File: config.mk
export PLATFORM = sky130hd
export DESIGN_NAME = instruction_controller
export DESIGN_NICKNAME = d
export VERILOG_FILES = /design/src/rtl/instruction_controller.sv
export SDC_FILE = /design/constraint.sdc
export NUM_CORES = 1
export LEC_CHECK = 0
export ABC_AREA = 1
export BUFFER_PORTS_ARGS = -buffer_cell sky130_fd_sc_hd__buf_2
export CAP_MARGIN = 20
export CORE_UTILIZATION = 35
export CTS_CLUSTER_DIAMETER = 150
export DETAILED_ROUTE_END_ITERATION = 10
export PLACE_DENSITY = 0.76
export REMOVE_ABC_BUFFERS = 1
export SETUP_SLACK_MARGIN = 0.5
export SLEW_MARGIN = 5
export SYNTH_ARGS = -nofsm -noshare
export SYNTH_HDL_FRONTEND = slang
export SYNTH_SLANG_ARGS = --single-unit
File: constraint.sdc
create_clock -name clk -period 1.7 [get_ports clk]
set_input_delay 0.17 -clock clk [delete_from_list [all_inputs] [get_ports clk]]
set_output_delay 0.17 -clock clk [all_outputs]
set_load 0.01 [all_outputs]
File: src/rtl/instruction_controller.sv
// Control FSM for the 16-bit RISC datapath: latches an instruction on s and
// sequences decode, operand fetch, compute and write-back as Moore outputs.
module instruction_controller #(
    parameter int unsigned width = 16
) (
    input  logic             clk,
    input  logic             reset_n,
    input  logic             s,
    input  logic [15:0]      instr,
    output logic             w,
    output logic [2:0]       readnum,
    output logic [2:0]       writenum,
    output logic             write,
    output logic [1:0]       vsel,
    output logic             loada,
    output logic             loadb,
    output logic             asel,
    output logic             bsel,
    output logic [1:0]       shift,
    output logic [1:0]       ALUop,
    output logic             loadc,
    output logic             loads,
    output logic [width-1:0] sximm8,
    output logic [width-1:0] sximm5
);

    localparam int unsigned INSTR_W = 16;
    localparam int unsigned STATE_W = 3;

    localparam logic [STATE_W-1:0] ST_WAIT      = 3'd0;
    localparam logic [STATE_W-1:0] ST_DECODE    = 3'd1;
    localparam logic [STATE_W-1:0] ST_GET_A     = 3'd2;
    localparam logic [STATE_W-1:0] ST_GET_B     = 3'd3;
    localparam logic [STATE_W-1:0] ST_COMPUTE   = 3'd4;
    localparam logic [STATE_W-1:0] ST_WRITE_REG = 3'd5;
    localparam logic [STATE_W-1:0] ST_WRITE_IMM = 3'd6;

    localparam logic [2:0] OPC_MOV = 3'b110;
    localparam logic [2:0] OPC_ALU = 3'b101;
    localparam logic [1:0] OP_MOV_IMM = 2'b10;
    localparam logic [1:0] OP_MOV_REG = 2'b00;
    localparam logic [1:0] OP_CMP     = 2'b01;
    localparam logic [1:0] OP_MVN     = 2'b11;

    logic [STATE_W-1:0] state;
    logic [STATE_W-1:0] state_next;
    logic [INSTR_W-1:0] ir;

    logic [2:0] opcode;
    logic [1:0] op;
    logic [2:0] rn;
    logic [2:0] rd;
    logic [1:0] sh;
    logic [2:0] rm;
    logic       is_mov_imm;
    logic       is_mov_reg;
    logic       is_alu;
    logic       is_cmp;
    logic       is_mvn;

    assign opcode = ir[15:13];
    assign op     = ir[12:11];
    assign rn     = ir[10:8];
    assign rd     = ir[7:5];
    assign sh     = ir[4:3];
    assign rm     = ir[2:0];

    assign is_mov_imm = (opcode == OPC_MOV) && (op == OP_MOV_IMM);
    assign is_mov_reg = (opcode == OPC_MOV) && (op == OP_MOV_REG);
    assign is_alu     = (opcode == OPC_ALU);
    assign is_cmp     = is_alu && (op == OP_CMP);
    assign is_mvn     = is_alu && (op == OP_MVN);

    // Immediates track IR in every state
    assign sximm8 = {{(width-8){ir[7]}}, ir[7:0]};
    assign sximm5 = {{(width-5){ir[4]}}, ir[4:0]};

    always_ff @(posedge clk or negedge reset_n) begin
        if (!reset_n) begin
            state <= ST_WAIT;
        end else begin
            state <= state_next;
        end
    end

    // IR only updates on an accepted start, so it is stable through the instruction
    always_ff @(posedge clk or negedge reset_n) begin
        if (!reset_n) begin
            ir <= '0;
        end else if ((state == ST_WAIT) && s) begin
            ir <= instr;
        end
    end

    always_comb begin
        state_next = state;
        w          = 1'b0;
        readnum    = 3'd0;
        writenum   = 3'd0;
        write      = 1'b0;
        vsel       = 2'b00;
        loada      = 1'b0;
        loadb      = 1'b0;
        asel       = 1'b0;
        bsel       = 1'b0;
        shift      = 2'b00;
        ALUop      = 2'b00;
        loadc      = 1'b0;
        loads      = 1'b0;

        case (state)
            ST_WAIT: begin
                w = 1'b1;
                if (s) begin
                    state_next = ST_DECODE;
                end
            end
            ST_DECODE: begin
                if (is_mov_imm) begin
                    state_next = ST_WRITE_IMM;
                end else if (is_mov_reg || is_mvn) begin
                    state_next = ST_GET_B;
                end else if (is_alu) begin
                    state_next = ST_GET_A;
                end else begin
                    state_next = ST_WAIT;
                end
            end
            ST_GET_A: begin
                readnum    = rn;
                loada      = 1'b1;
                state_next = ST_GET_B;
            end
            ST_GET_B: begin
                readnum    = rm;
                loadb      = 1'b1;
                state_next = ST_COMPUTE;
            end
            ST_COMPUTE: begin
                shift = sh;
                // MOV reg passes B through an ADD with A forced to zero
                if (is_mov_reg) begin
                    asel  = 1'b1;
                    ALUop = 2'b00;
                    loadc = 1'b1;
                end else begin
                    ALUop = op;
                    loadc = !is_cmp;
                    loads = is_cmp;
                end
                state_next = is_cmp ? ST_WAIT : ST_WRITE_REG;
            end
            ST_WRITE_REG: begin
                writenum   = rd;
                write      = 1'b1;
                vsel       = 2'b00;
                state_next = ST_WAIT;
            end
            ST_WRITE_IMM: begin
                writenum   = rn;
                write      = 1'b1;
                vsel       = 2'b01;
                state_next = ST_WAIT;
            end
            default: begin
                state_next = ST_WAIT;
            end
        endcase
    end

endmodule

Word-level counts from Yosys, hierarchy flattened:

Cells that the tools add are included.

* reductions and logical operators: 10
* equality and inequality tests: 12
* multiplexer cells: 22

Operators by type and width (count)
* equality test 3 bit, second input constant: 5
* one-hot mux 3 bit (5 select lines): 1
* one-hot mux 3 bit (2 select lines): 2
* two-way mux 1 bit: 11
* two-way mux 2 bit: 5
* two-way mux 3 bit: 3
* equality test 3 x 2 -> 1 bit, second input constant: 2
* logical AND 1 bit: 5
* equality test 2 bit, second input constant: 2
* equality test 3 x 1 -> 1 bit, second input constant: 1
* zero test 3 bit: 1
* equality test 2 x 1 -> 1 bit, second input constant: 1
* zero test 2 bit: 1
* != test 2 bit, second input constant: 1
* OR reduction 2 bit: 1
* zero test 1 bit: 1
* logical OR 1 bit: 1

* output and inout port bits: 52
* register bits: 19
* word-level logic and storage cells: 46

Longest topological paths before layout:

* depth after elaboration: 6
* mapped depth: 7
* gate-level depth less buffers: 6

Worst setup path after synthesis:

Ideal clock, no wire load.

* kind: register to output
* start: reg state[2]
* end: out readnum[0]
* data arrival time: 1.005 ns
* path buffers: 1
* slack: 0.525 ns
* stages on the path, launching flop included: 5
* cell sequence: dfrtp_1 -> buf_4 -> nor2_1 -> nand2_1 -> o21ai_0

* word-level cells in the longest chain between the ends: 2

RTL lines
* start: declaration: line 45 `logic [STATE_W-1:0] state;`
* start signal: assignment: line 82 `state <= state_next;`
* equality test 3 x 2 -> 1 bit: line 111 `case (state)`
* one-hot mux 3 bit (2 select lines) *: line 111
* end: declaration: line 11 `output logic [2:0] readnum,`

Every way passes the cells marked *; elsewhere a longest branch is shown, timed or not.

Worst setup path in the final report:

* start: reg state[2]
* end: out readnum[2]

Same word-level chain as after synthesis.

==> flow_metrics.env <==
export IMPL_status="completed"
export IMPL_end_kind="primary output"
export IMPL_grt_met1_usage_pct=22.0
export IMPL_p_leak_nw=0.943
export IMPL_r2r_setup_slack_ns=0.26
export IMPL_start_util_pct=36.8
export IMPL_grt_pass1_vias=1046
export IMPL_portBuffers=68
export IMPL_n_antenna_cell=0
export IMPL_path_delay_family="flip-flops"
export IMPL_drt_total_wl_mm=3.36
export IMPL_core_area_mm2=0.00336
export IMPL_r2r_cells=8
export IMPL_grt_max_degree=20
export IMPL_die_area_mm2=0.00377
export IMPL_cts_num_sinks=19
export IMPL_slowest_delay_ns=0.48
export IMPL_finalHoldViolCount=0
export IMPL_antenna_left=0
export IMPL_nets=234
export IMPL_whs_ns=0.0948
export IMPL_post_dp_hpwl_mm=1.90
export IMPL_grt_antenna_before_repair=0
export IMPL_rows=21
export IMPL_placed_cell_area_mm2=0.00135
export IMPL_reg2reg_from="state[0]$_DFFE_PN0P_"
export IMPL_grtUsageMet2_pct=28.6
export IMPL_yosysMostFrequentCell="buf_4"
export IMPL_drv_slew=0
export IMPL_finClkSkew_ns=0.00389
export IMPL_ios=71
export IMPL_wl_per_cell_um=12.9
export IMPL_grt_busiest_layer="met2"
export IMPL_crit_buf_inv=3
export IMPL_ir_worst_vdd_mv=0.809
export IMPL_syn2layout_area_growth_pct=42.9
export IMPL_holdPathStages=3
export IMPL_ys_flop_type="dfrtp_1"
export IMPL_drt_pass1_iterations=4
export IMPL_drt_iter0_markers=37
export IMPL_fin_crit_sh_pct=93.1
export IMPL_critPathMostFrequentCell="inv_2"
export IMPL_async_flop_share_pct=100
export IMPL_synth_edf_count=0
export IMPL_ys_seq_area_share_pct=38.5
export IMPL_via_count=1171
export IMPL_cts_buffers=3
export IMPL_worstMarginPinSlew_ns=0.504
export IMPL_hp_class="in2reg"
export IMPL_cts_tree="done"
export IMPL_final_util_pct=52.5
export IMPL_rsz0062_at_grt="true"
export IMPL_viasPerCell=4.50
export IMPL_worstSkewPairLatency_ns=0.30
export IMPL_grt_pass1_wl_mm=4.62
export IMPL_critPathLaunchType="flip-flop"
export IMPL_gr_usage_met3_pct=0.840
export IMPL_cp_data_required_time_ns=1.53
export IMPL_syn_inst=162
export IMPL_synth_distinct_cells=16
export IMPL_clock_path_buffers=2
export IMPL_drive_gt1_share_pct=61.7
export IMPL_yosys_top_cells_count="35 x buf_4, 27 x nand2_1, 22 x nor2_1"
export IMPL_crit_chain="inv_2 -> nand3_2 -> inv_2 -> nand2_1 -> o21ai_0 -> buf_2"
export IMPL_gp_congestion=0.790
export IMPL_critPathSlowestCell="dfrtp_2"
export IMPL_avgSynthCellArea_um2=7.63
export IMPL_drv_cap=0
export IMPL_reg2reg_to="ir[11]$_DFFE_PN0P_"
export IMPL_ys_ff_latch=19
export IMPL_die_y_um=61.4
export IMPL_slew_headroom_pct=66.4
export IMPL_yosys_warnings=0
export IMPL_setup_tns_ns=0
export IMPL_path_clk_slew_ns=0.11
export IMPL_clock_fmax_mhz=632
export IMPL_min_from="instr[2]"
export IMPL_synth_largest_area_cell="dfrtp_1"
export IMPL_period_needed_ns=1.58
export IMPL_drc=0
export IMPL_track_usage_pct=16.8
export IMPL_synth_top_area_share_pct=38.5
export IMPL_dieWidth_um=61.4
export IMPL_worstHoldEndpoint="ir[2]$_DFFE_PN0P_"
export IMPL_synth_area_leaders="dfrtp_1 38%, buf_4 21%, nand2_1 8.2%, nor2_1 6.7%, inv_1 5.2%"
export IMPL_cts_root_buf="clkbuf_4"
export IMPL_fin_area_mm2=0.00177
export IMPL_setup_viol=0
export IMPL_cp_data_arrival_time_ns=1.41
export IMPL_syn_area_mm2=0.00124
export IMPL_h_tree_depth=1
export IMPL_grt_ovfl_total=0
export IMPL_power_density_mw_per_mm2=1690
export IMPL_critPathLaunch="state[2]$_DFFE_PN0P_"
export IMPL_crit_fanout=6
export IMPL_worstSetupPathType="reg2out"
==> power by group <==
group          total, W  internal [W]  switching (W)
clock          0.000235     0.0000914       0.000144
sequential     0.000877      0.000658       0.000219
combinational   0.00187      0.000818        0.00105
total           0.00298       0.00157        0.00142
==> routing by layer <==
layer / wire, µm / part of all wire (%) / vias to the layer above
met5: 0 / 0 / -
met4: 57 / 1.7 / 0
met3: 109 / 3.2 / 6
met2: 1870 / 56 / 37
met1: 1320 / 39 / 549
li1: - / - / 579
==> repair_timing <==
action,in CTS,in global routing
hold buffers,1,0
gates cloned,3,0
buffers inserted,10,3
hold endpoints to repair,19,0
setup endpoints to repair,34,59
gates resized for setup,27,36
pin swaps,4,7
==> cell type report <==
| type | instances | area (µm²) |
|---|---|---|
| tap | 46 | 57.6 |
| clock buffer | 4 | 26.3 |
| timing repair buffer | 82 | 489 |
| multi-input combinational | 90 | 639 |
| sequential | 19 | 480 |
| fill | 320 | 1600 |
| inverter | 19 | 73.8 |
==> sequential cells by signal, summed over array words and instances, names as in the netlist <==
| signal | cells |
|---|---|
| ir | 16 |
| state | 3 |
==> how the worst max path moves through the flow <==
stage	end	slack (ns)	cells after the start
finish	readnum[2]	0.12	6
global route	readnum[2]	0.07	6
CTS	loads	0.21	6
detailed placement	loads	0.35	5
global placement	asel	0.38	5
floorplan	shift[1]	0.1	2
==> worst register-to-register path, delay by kind of cell (launching register included) <==
kind                   cells  cell delay (ns)
buffers and inverters      3             0.42
flip-flops                 1             0.44
AO/OA/AOI/OAI              1             0.05
AND/OR/NAND/NOR            4             0.41
==> per-stage QoR <==
| step | setup slack, ns | power, W | cells |
|---|---|---|---|
| after CTS | 0.211 | 0.00275 | 257 |
| after detailed placement | 0.351 | 0.00207 | 239 |
| after floorplan | 0.0963 | 0.00153 | 125 |
| after global routing | 0.0680 | 0.00320 | 260 |
| after global placement | 0.375 | 0.00204 | 239 |
| final | 0.117 | 0.00298 | 260 |
==> cell families (layout without fill, tap and decap cells) <==
| family | Yosys count | count (layout) | share of synthesized area (%) |
|---|---|---|---|
| buf+inv | 57 | 105 | 29.3 |
| simple gates | 66 | 69 | 24.0 |
| other cells | 1 | 2 | 0.303 |
| compound gates | 19 | 19 | 8.00 |
| flops | 19 | 19 | 38.5 |
==> cells in the final DEF (no fill, tap or decap), drive strengths merged <==
master	netlist	routed
buf	38	81
nand2	29	32
nor2	23	23
dfrtp	19	19
inv	19	19
a21oi	12	12
nand3	11	11
o21ai	4	4
clkbuf	0	4
o22ai	3	3
nor3	3	3
conb	1	2
dlygate4sd3	0	1
Note: power is estimated with default switching activity, not from simulation.
